==> config.mk <==
export PLATFORM = sky130hd
export DESIGN_NAME = unidade_controle_flat
export DESIGN_NICKNAME = d
export VERILOG_FILES = /design/src/rtl/unidade_controle_if.sv /design/src/rtl/unidade_controle.sv /design/src/flat_wrapper.sv
export SDC_FILE = /design/constraint.sdc
export NUM_CORES = 1
export LEC_CHECK = 0
export ABC_AREA = 0
export CAP_MARGIN = 20
export CORE_AREA = 2 2 39 41
export DETAILED_ROUTE_END_ITERATION = 10
export DIE_AREA = 0 0 41 43
export HOLD_SLACK_MARGIN = 0.05
export PLACE_DENSITY = 0.68
export SYNTH_ARGS = -nofsm -noshare
export SYNTH_HDL_FRONTEND = slang
export SYNTH_SLANG_ARGS = --single-unit
==> constraint.sdc <==
create_clock -name clock -period 1.45 [get_ports clock]
set_input_delay 0.145 -clock clock [delete_from_list [all_inputs] [get_ports clock]]
set_output_delay 0.145 -clock clock [all_outputs]
set_load 0.02 [all_outputs]
==> src/rtl/unidade_controle_if.sv <==
// Signal bundle between the game control unit and its datapath: status
// inputs toward the FSM, counter/register controls and end flags back out.
interface unidade_controle_if;
   logic       iniciar;
   logic       jogada_feita;
   logic       igual;
   logic       fimRodada;
   logic       fimTotal;
   logic       fimT;
   logic       zeraCL;
   logic       contaCL;
   logic       zeraC;
   logic       contaC;
   logic       zeraR;
   logic       registraR;
   logic       conta;
   logic       pronto;
   logic       acertou;
   logic       errou;
   logic       timeout;
   logic [4:0] db_estado;

   modport master (
      output iniciar, jogada_feita, igual, fimRodada, fimTotal, fimT,
      input  zeraCL, contaCL, zeraC, contaC, zeraR, registraR, conta,
      input  pronto, acertou, errou, timeout, db_estado
   );

   modport slave (
      input  iniciar, jogada_feita, igual, fimRodada, fimTotal, fimT,
      output zeraCL, contaCL, zeraC, contaC, zeraR, registraR, conta,
      output pronto, acertou, errou, timeout, db_estado
   );
endinterface

==> src/rtl/unidade_controle.sv <==
// Moore control FSM for the memory game: sequences rounds and plays and
// reports win, error or timeout; all outputs decode from the state register.
module unidade_controle (
   input  logic                clock,
   input  logic                reset,
   unidade_controle_if.slave   bus
);

   typedef enum logic [4:0] {
      inicial        = 5'b00000,
      preparacao     = 5'b00001,
      inicio_rodada  = 5'b00010,
      espera_jogada  = 5'b00011,
      registra       = 5'b00100,
      comparacao     = 5'b00101,
      proxima_jogada = 5'b00110,
      proxima_rodada = 5'b00111,
      fim_acerto     = 5'b01010,
      fim_erro       = 5'b01110,
      fim_timeout    = 5'b01101
   } estado_t;

   estado_t r_estado;
   estado_t w_proximo;

   logic w_zeraCL, w_contaCL, w_zeraC, w_contaC, w_zeraR, w_registraR;
   logic w_conta, w_pronto, w_acertou, w_errou, w_timeout;

   always_ff @(posedge clock) begin
      if (!reset)
         r_estado <= inicial;
      else
         r_estado <= w_proximo;
   end

   // A key press beats a simultaneous timeout while waiting for a play.
   always_comb begin
      w_proximo = inicial;
      case (r_estado)
         inicial:        w_proximo = bus.iniciar ? preparacao : inicial;
         preparacao:     w_proximo = inicio_rodada;
         inicio_rodada:  w_proximo = espera_jogada;
         espera_jogada: begin
            if (bus.jogada_feita)
               w_proximo = registra;
            else if (bus.fimT)
               w_proximo = fim_timeout;
            else
               w_proximo = espera_jogada;
         end
         registra:       w_proximo = comparacao;
         comparacao: begin
            if (!bus.igual)
               w_proximo = fim_erro;
            else if (bus.fimRodada && bus.fimTotal)
               w_proximo = fim_acerto;
            else if (bus.fimRodada)
               w_proximo = proxima_rodada;
            else
               w_proximo = proxima_jogada;
         end
         proxima_jogada: w_proximo = espera_jogada;
         proxima_rodada: w_proximo = inicio_rodada;
         fim_acerto:     w_proximo = bus.iniciar ? preparacao : fim_acerto;
         fim_erro:       w_proximo = bus.iniciar ? preparacao : fim_erro;
         fim_timeout:    w_proximo = bus.iniciar ? preparacao : fim_timeout;
         default:        w_proximo = inicial;
      endcase
   end

   always_comb begin
      w_zeraCL    = 1'b0;
      w_contaCL   = 1'b0;
      w_zeraC     = 1'b0;
      w_contaC    = 1'b0;
      w_zeraR     = 1'b0;
      w_registraR = 1'b0;
      w_conta     = 1'b0;
      w_pronto    = 1'b0;
      w_acertou   = 1'b0;
      w_errou     = 1'b0;
      w_timeout   = 1'b0;
      case (r_estado)
         preparacao: begin
            w_zeraCL = 1'b1;
            w_zeraC  = 1'b1;
            w_zeraR  = 1'b1;
         end
         inicio_rodada: begin
            w_zeraC = 1'b1;
            w_zeraR = 1'b1;
         end
         espera_jogada:  w_conta     = 1'b1;
         registra:       w_registraR = 1'b1;
         proxima_jogada: w_contaC    = 1'b1;
         proxima_rodada: w_contaCL   = 1'b1;
         fim_acerto: begin
            w_pronto  = 1'b1;
            w_acertou = 1'b1;
         end
         fim_erro: begin
            w_pronto = 1'b1;
            w_errou  = 1'b1;
         end
         fim_timeout: begin
            w_pronto  = 1'b1;
            w_timeout = 1'b1;
         end
         default: ;
      endcase
   end

   assign bus.zeraCL    = w_zeraCL;
   assign bus.contaCL   = w_contaCL;
   assign bus.zeraC     = w_zeraC;
   assign bus.contaC    = w_contaC;
   assign bus.zeraR     = w_zeraR;
   assign bus.registraR = w_registraR;
   assign bus.conta     = w_conta;
   assign bus.pronto    = w_pronto;
   assign bus.acertou   = w_acertou;
   assign bus.errou     = w_errou;
   assign bus.timeout   = w_timeout;
   assign bus.db_estado = r_estado;

endmodule

==> src/flat_wrapper.sv <==
// flat-port wrapper written by rule: the top's interface ports become plain ports
module unidade_controle_flat 
  (clock, reset, bus_iniciar, bus_jogada_feita, bus_igual, bus_fimRodada, bus_fimTotal, bus_fimT, bus_zeraCL, bus_contaCL, bus_zeraC, bus_contaC, bus_zeraR, bus_registraR, bus_conta, bus_pronto, bus_acertou, bus_errou, bus_timeout, bus_db_estado);
  unidade_controle_if bus_i ();
  input  logic clock;
  input  logic reset;
  input wire logic [$bits(bus_i.iniciar)-1:0] bus_iniciar;
  input wire logic [$bits(bus_i.jogada_feita)-1:0] bus_jogada_feita;
  input wire logic [$bits(bus_i.igual)-1:0] bus_igual;
  input wire logic [$bits(bus_i.fimRodada)-1:0] bus_fimRodada;
  input wire logic [$bits(bus_i.fimTotal)-1:0] bus_fimTotal;
  input wire logic [$bits(bus_i.fimT)-1:0] bus_fimT;
  output wire logic [$bits(bus_i.zeraCL)-1:0] bus_zeraCL;
  output wire logic [$bits(bus_i.contaCL)-1:0] bus_contaCL;
  output wire logic [$bits(bus_i.zeraC)-1:0] bus_zeraC;
  output wire logic [$bits(bus_i.contaC)-1:0] bus_contaC;
  output wire logic [$bits(bus_i.zeraR)-1:0] bus_zeraR;
  output wire logic [$bits(bus_i.registraR)-1:0] bus_registraR;
  output wire logic [$bits(bus_i.conta)-1:0] bus_conta;
  output wire logic [$bits(bus_i.pronto)-1:0] bus_pronto;
  output wire logic [$bits(bus_i.acertou)-1:0] bus_acertou;
  output wire logic [$bits(bus_i.errou)-1:0] bus_errou;
  output wire logic [$bits(bus_i.timeout)-1:0] bus_timeout;
  output wire logic [$bits(bus_i.db_estado)-1:0] bus_db_estado;
  assign bus_i.iniciar = bus_iniciar;
  assign bus_i.jogada_feita = bus_jogada_feita;
  assign bus_i.igual = bus_igual;
  assign bus_i.fimRodada = bus_fimRodada;
  assign bus_i.fimTotal = bus_fimTotal;
  assign bus_i.fimT = bus_fimT;
  assign bus_zeraCL = bus_i.zeraCL;
  assign bus_contaCL = bus_i.contaCL;
  assign bus_zeraC = bus_i.zeraC;
  assign bus_contaC = bus_i.contaC;
  assign bus_zeraR = bus_i.zeraR;
  assign bus_registraR = bus_i.registraR;
  assign bus_conta = bus_i.conta;
  assign bus_pronto = bus_i.pronto;
  assign bus_acertou = bus_i.acertou;
  assign bus_errou = bus_i.errou;
  assign bus_timeout = bus_i.timeout;
  assign bus_db_estado = bus_i.db_estado;
  unidade_controle u_core (.clock(clock), .reset(reset), .bus(bus_i));
endmodule
**After elaboration in Yosys (flattened, before gate mapping)**

Cells that the tools add are included.
W data, S select, Z words.

- Equal/unequal tests: 10
- Mux-type cells: 20
- Reduce and logical (&&, ||, !) cells: 6

Operators with widths:

| operator | number |
|---|---|
| $pmux W5 S9 | 1 |
| $eq A5 B3 Y1 const B | 4 |
| $mux W4 | 4 |
| $eq A5 B4 Y1 const B | 3 |
| $mux W5 | 3 |
| $mux W1 | 12 |
| $eq A5 B2 Y1 const B | 2 |
| $reduce_or A2 Y1 | 3 |
| $eq A5 B1 Y1 const B | 1 |
| $logic_not A5 Y1 | 1 |
| $reduce_or A3 Y1 | 1 |
| $logic_and A1 B1 Y1 | 1 |

- Output and inout bits: 16
- Input port bits: 8
- Logic and storage cells: 37
- Register bits: 5

**Depth between registers and ports, before layout**

- Word-level depth: 4
- Gate-level depth with buffers: 5
- Depth with buffers taken out: 4

**Worst setup path before layout**

OpenSTA, ideal clock, no wires.

- Path type: reg-to-output
- From: reg u_core.r_estado[1], in the netlist u_core.bus.db_estado[1]
- To: out bus_zeraR
- Stages on the path, launching flop included: 5
- Setup slack: -0.304 ns
- Buffers on the path: 2
- Data arrival time: 1.609 ns
- Cells stage by stage: dfxtp_1 buf_6 nand2_1 a211oi_1 buf_4

- Word-level cells in the longest chain between the ends: 3
- Elaborated cells on any way between the ends: 4
- Those cells by class: eq/ne (2); mux (1); reduce/logical (1)

Ends and longest elaborated chain:

| item | RTL line | RTL |
|---|---|---|
| start: declaration | unidade_controle.sv:23 | `estado_t r_estado;` |
| start signal: assignment | unidade_controle.sv:31 | `r_estado <= inicial;` |
| start signal: assignment | unidade_controle.sv:33 | `r_estado <= w_proximo;` |
| $eq A5 B1 Y1 or $eq A5 B2 Y1 (tied branches) | n/a |  |
| $reduce_or A2 Y1 (no source line) (*) | n/a |  |
| $mux W1 (*) | n/a |  |
| end: declaration | flat_wrapper.sv:17 | `output wire logic [$bits(bus_i.zeraR)-1:0] bus_zeraR;` |

Mark *: on every way between the ends. The rest lies on a longest branch, timed or not.

**Worst setup path in the final report**

- From: reg u_core.r_estado[1], in the netlist u_core.bus.db_estado[1]
- To: out bus_pronto

- Word-level cells in the longest chain between the ends: 3
- Elaborated cells on any way between the ends: 5
- Those cells by class: eq/ne (3); mux (1); reduce/logical (1)

Ends and longest elaborated chain:

| item | RTL line | RTL |
|---|---|---|
| $eq A5 B4 Y1 | unidade_controle.sv:83 | `case (r_estado)` |
| $reduce_or A3 Y1 (no source line) (*) | n/a |  |
| $mux W1 (*) | unidade_controle.sv:83 |  |
| end: declaration | flat_wrapper.sv:20 | `output wire logic [$bits(bus_i.pronto)-1:0] bus_pronto;` |

Marked as above.

==> flow_summary.toml <==
[global_route]
grt_pass1_wl_um = 1970
grt_pass1_vias = 477
grt_usage_pct = 16.6
grt_overflow = 0
grt_max_degree = 9
antenna_found_initial = 0

[cells_and_area]
finalNonFillerCells = 112
final_nets = 106
drive_gt1_share_pct = 43.8
largest_register_ff_count = 4
area.growth.synth_to_final_pct = 86.0
antenna_cells = 0
fillers = 146
design_area_um2 = 766

[logic_synthesis]
ys_async_sr_fraction_pct = 0
seq_area_frac_synth_pct = 19.5
ys_types = 29
ys_ff_latch = 4
syn_area_per_cell_um2 = 7.10
yosys_most_used_dff = "dfxtp_1"
netlist_instances = 58
syn-num-nets = 66
synth_area_um2 = 412
synth-edff-count = 0
ys_warn_count = 0

[power_and_ir_drop]
power.total_uw = 493
power_density_nw_per_um2 = 643
vdd_drop_max_v = 0.000344
p_leak_uw = 0.000390

[routing]
wl_per_cell_um = 10.9
dr.pass1.iters = 4
wirelength_um = 1220
vias_per_cell = 4.86
final_antenna_net_count = 0
drtIter0Drc = 8
drc = 0
num_vias = 544

[floorplan]
dieArea_um2 = 1760
core_region_area_um2 = 1380
start_util_pct = 29.7
num_rows = 14
pin_count = 24
die_w_um = 41
die_h_um = 43

[place]
port_buffers = 22
dpl.cell_count = 109
place_congestion = 0.851
place_area_um2 = 764
dp_slack_ps = -140
dp_hpwl_um = 941

[cts]
clock_path_buffers = 2
cts_buffers = 3
clock_latency_ps = 230
cts-root-buf = "clkbuf_4"
clkTransAtPathRegs_ps = 40
cts_tree = "yes"
clock_sinks = 4
htreeDepth = 1

[setup_path]
crit_fanout = 6
critPathLaunchType = "flip-flop"
arrival_ps = 1250
rrSetupSlack_ps = 120
regToRegEndpoint = "u_core.bus.db_estado[3]"
reg2regPathDepth = 5
cp.required_ps = 1310
path_class = "flip-flop to output port"
timing.rr.start = "u_core.bus.db_estado[3]"
endpoint_kind = "output port"

[worst_hold_path]
holdPathStages = 4
min_path_type = "input pin to flip-flop"
min_to = "u_core.bus.db_estado[1]"
hp-start = "reset"

[timing]
min_period_ps = 1390
finalSetupViolCount = 0
final_hold_viol_count = 0
rsz0062_at_grt = "false"
fin_worst_skew_ps = 1.71
fmax_ghz = 0.719
period_share_pct = 96.0
setup-tns-final_ps = 0
drv_slew = 0
fin_ws_ps = 58.4

[run_status]
status = "finished, final reports clean"

[job]
drv_cap = 0
[stage by stage]
stage / hold WS [ps] / utilization, %
floorplan: 327 / -
global placement: 714 / 55.2
finish: 606 / 55.3
global route: 621 / 55.3
CTS: 598 / 55.5
detailed placement: 706 / 55.2
[where the power goes]
part / total (uW) / leakage, uW / switching [uW] / internal [uW]
Clock: 130 / 0.0000138 / 37.7 / 92.0
Sequential: 131 / 0.0000347 / 10.6 / 120
Combinational: 232 / 0.000341 / 114 / 118
[worst max-delay path: stages, from the launching register on]
cell	delay (ps)
dfxtp_4	350
and2b_1	190
a21o_1	190
and2_1	170
buf_6	130
[worst max-delay path by stage]
stage | from | end | slack, ps | cells past startpoint
final | u_core.bus.db_estado[1] | bus_pronto | 60 | 4
after global routing | u_core.bus.db_estado[3] | bus_registraR | 2 | 3
after CTS | u_core.bus.db_estado[0] | bus_timeout | 3 | 3
after detailed placement | u_core.bus.db_estado[1] | bus_pronto | -140 | 4
after global placement | u_core.bus.db_estado[3] | bus_timeout | -120 | 3
after floorplan | u_core.bus.db_estado[1] | bus_zeraR | -10 | 4
[per-layer routing]
metal / track usage [%] / vias to the layer above / part of all wire, %
li1: - / 282 / -
met4: 8.00 / 0 / 1.4
met2: 26.6 / 20 / 52
met1: 19.9 / 240 / 41
met5: 0 / - / 0
met3: 3.14 / 2 / 5.7
[cell type report]
type / instances / area (um2) / area share [%]
Timing Repair Buffer: 41 / 328 / 42.8
Multi-Input combinational cell: 45 / 297 / 38.7
Sequential cell: 4 / 87.6 / 11.4
Clock buffer: 3 / 22.5 / 2.94
Tap cell: 16 / 20.0 / 2.61
Inverter: 3 / 11.3 / 1.47
[cell usage after synthesis (all sizes together), types with 2 or more instances]
cell type / n / area [um2]
a211oi: 2 / 15.0
a21oi: 4 / 20.0
a31oi: 3 / 18.8
and3: 2 / 12.5
buf: 6 / 47.5
dfxtp: 4 / 80.1
inv: 3 / 11.3
nand2: 4 / 22.5
nand2b: 2 / 12.5
nor2: 7 / 28.8
nor2b: 2 / 12.5
nor3: 4 / 25.0
o21ai: 4 / 20.0
o221ai: 2 / 17.5
[cell usage in the layout (no fill, tap or decap), drive strengths merged, types with 4 or more instances in the layout]
cell type	netlist	layout
buf	6	24
nor2	7	7
clkdlybuf4s50	0	8
nor3	4	4
clkbuf	0	7
nand2	4	4
dfxtp	4	4
o21ai	4	4
a21oi	4	4
[cell families (layout without fill, tap and decap cells)]
family	Yosys count	in the layout	share of synthesized area (%)
buf+inv	9	47	14.3
compound gates	17	17	26.1
other cells	1	1	0.911
simple gates	27	27	39.2
flops	4	4	19.5
[what timing repair did]
action,CTS,global route
setup buffers,0,0
gates resized for setup,29,21
gates cloned,0,0
hold buffers,0,0
setup endpoints to repair,14,13
Note: power is estimated with default switching activity, not from simulation.
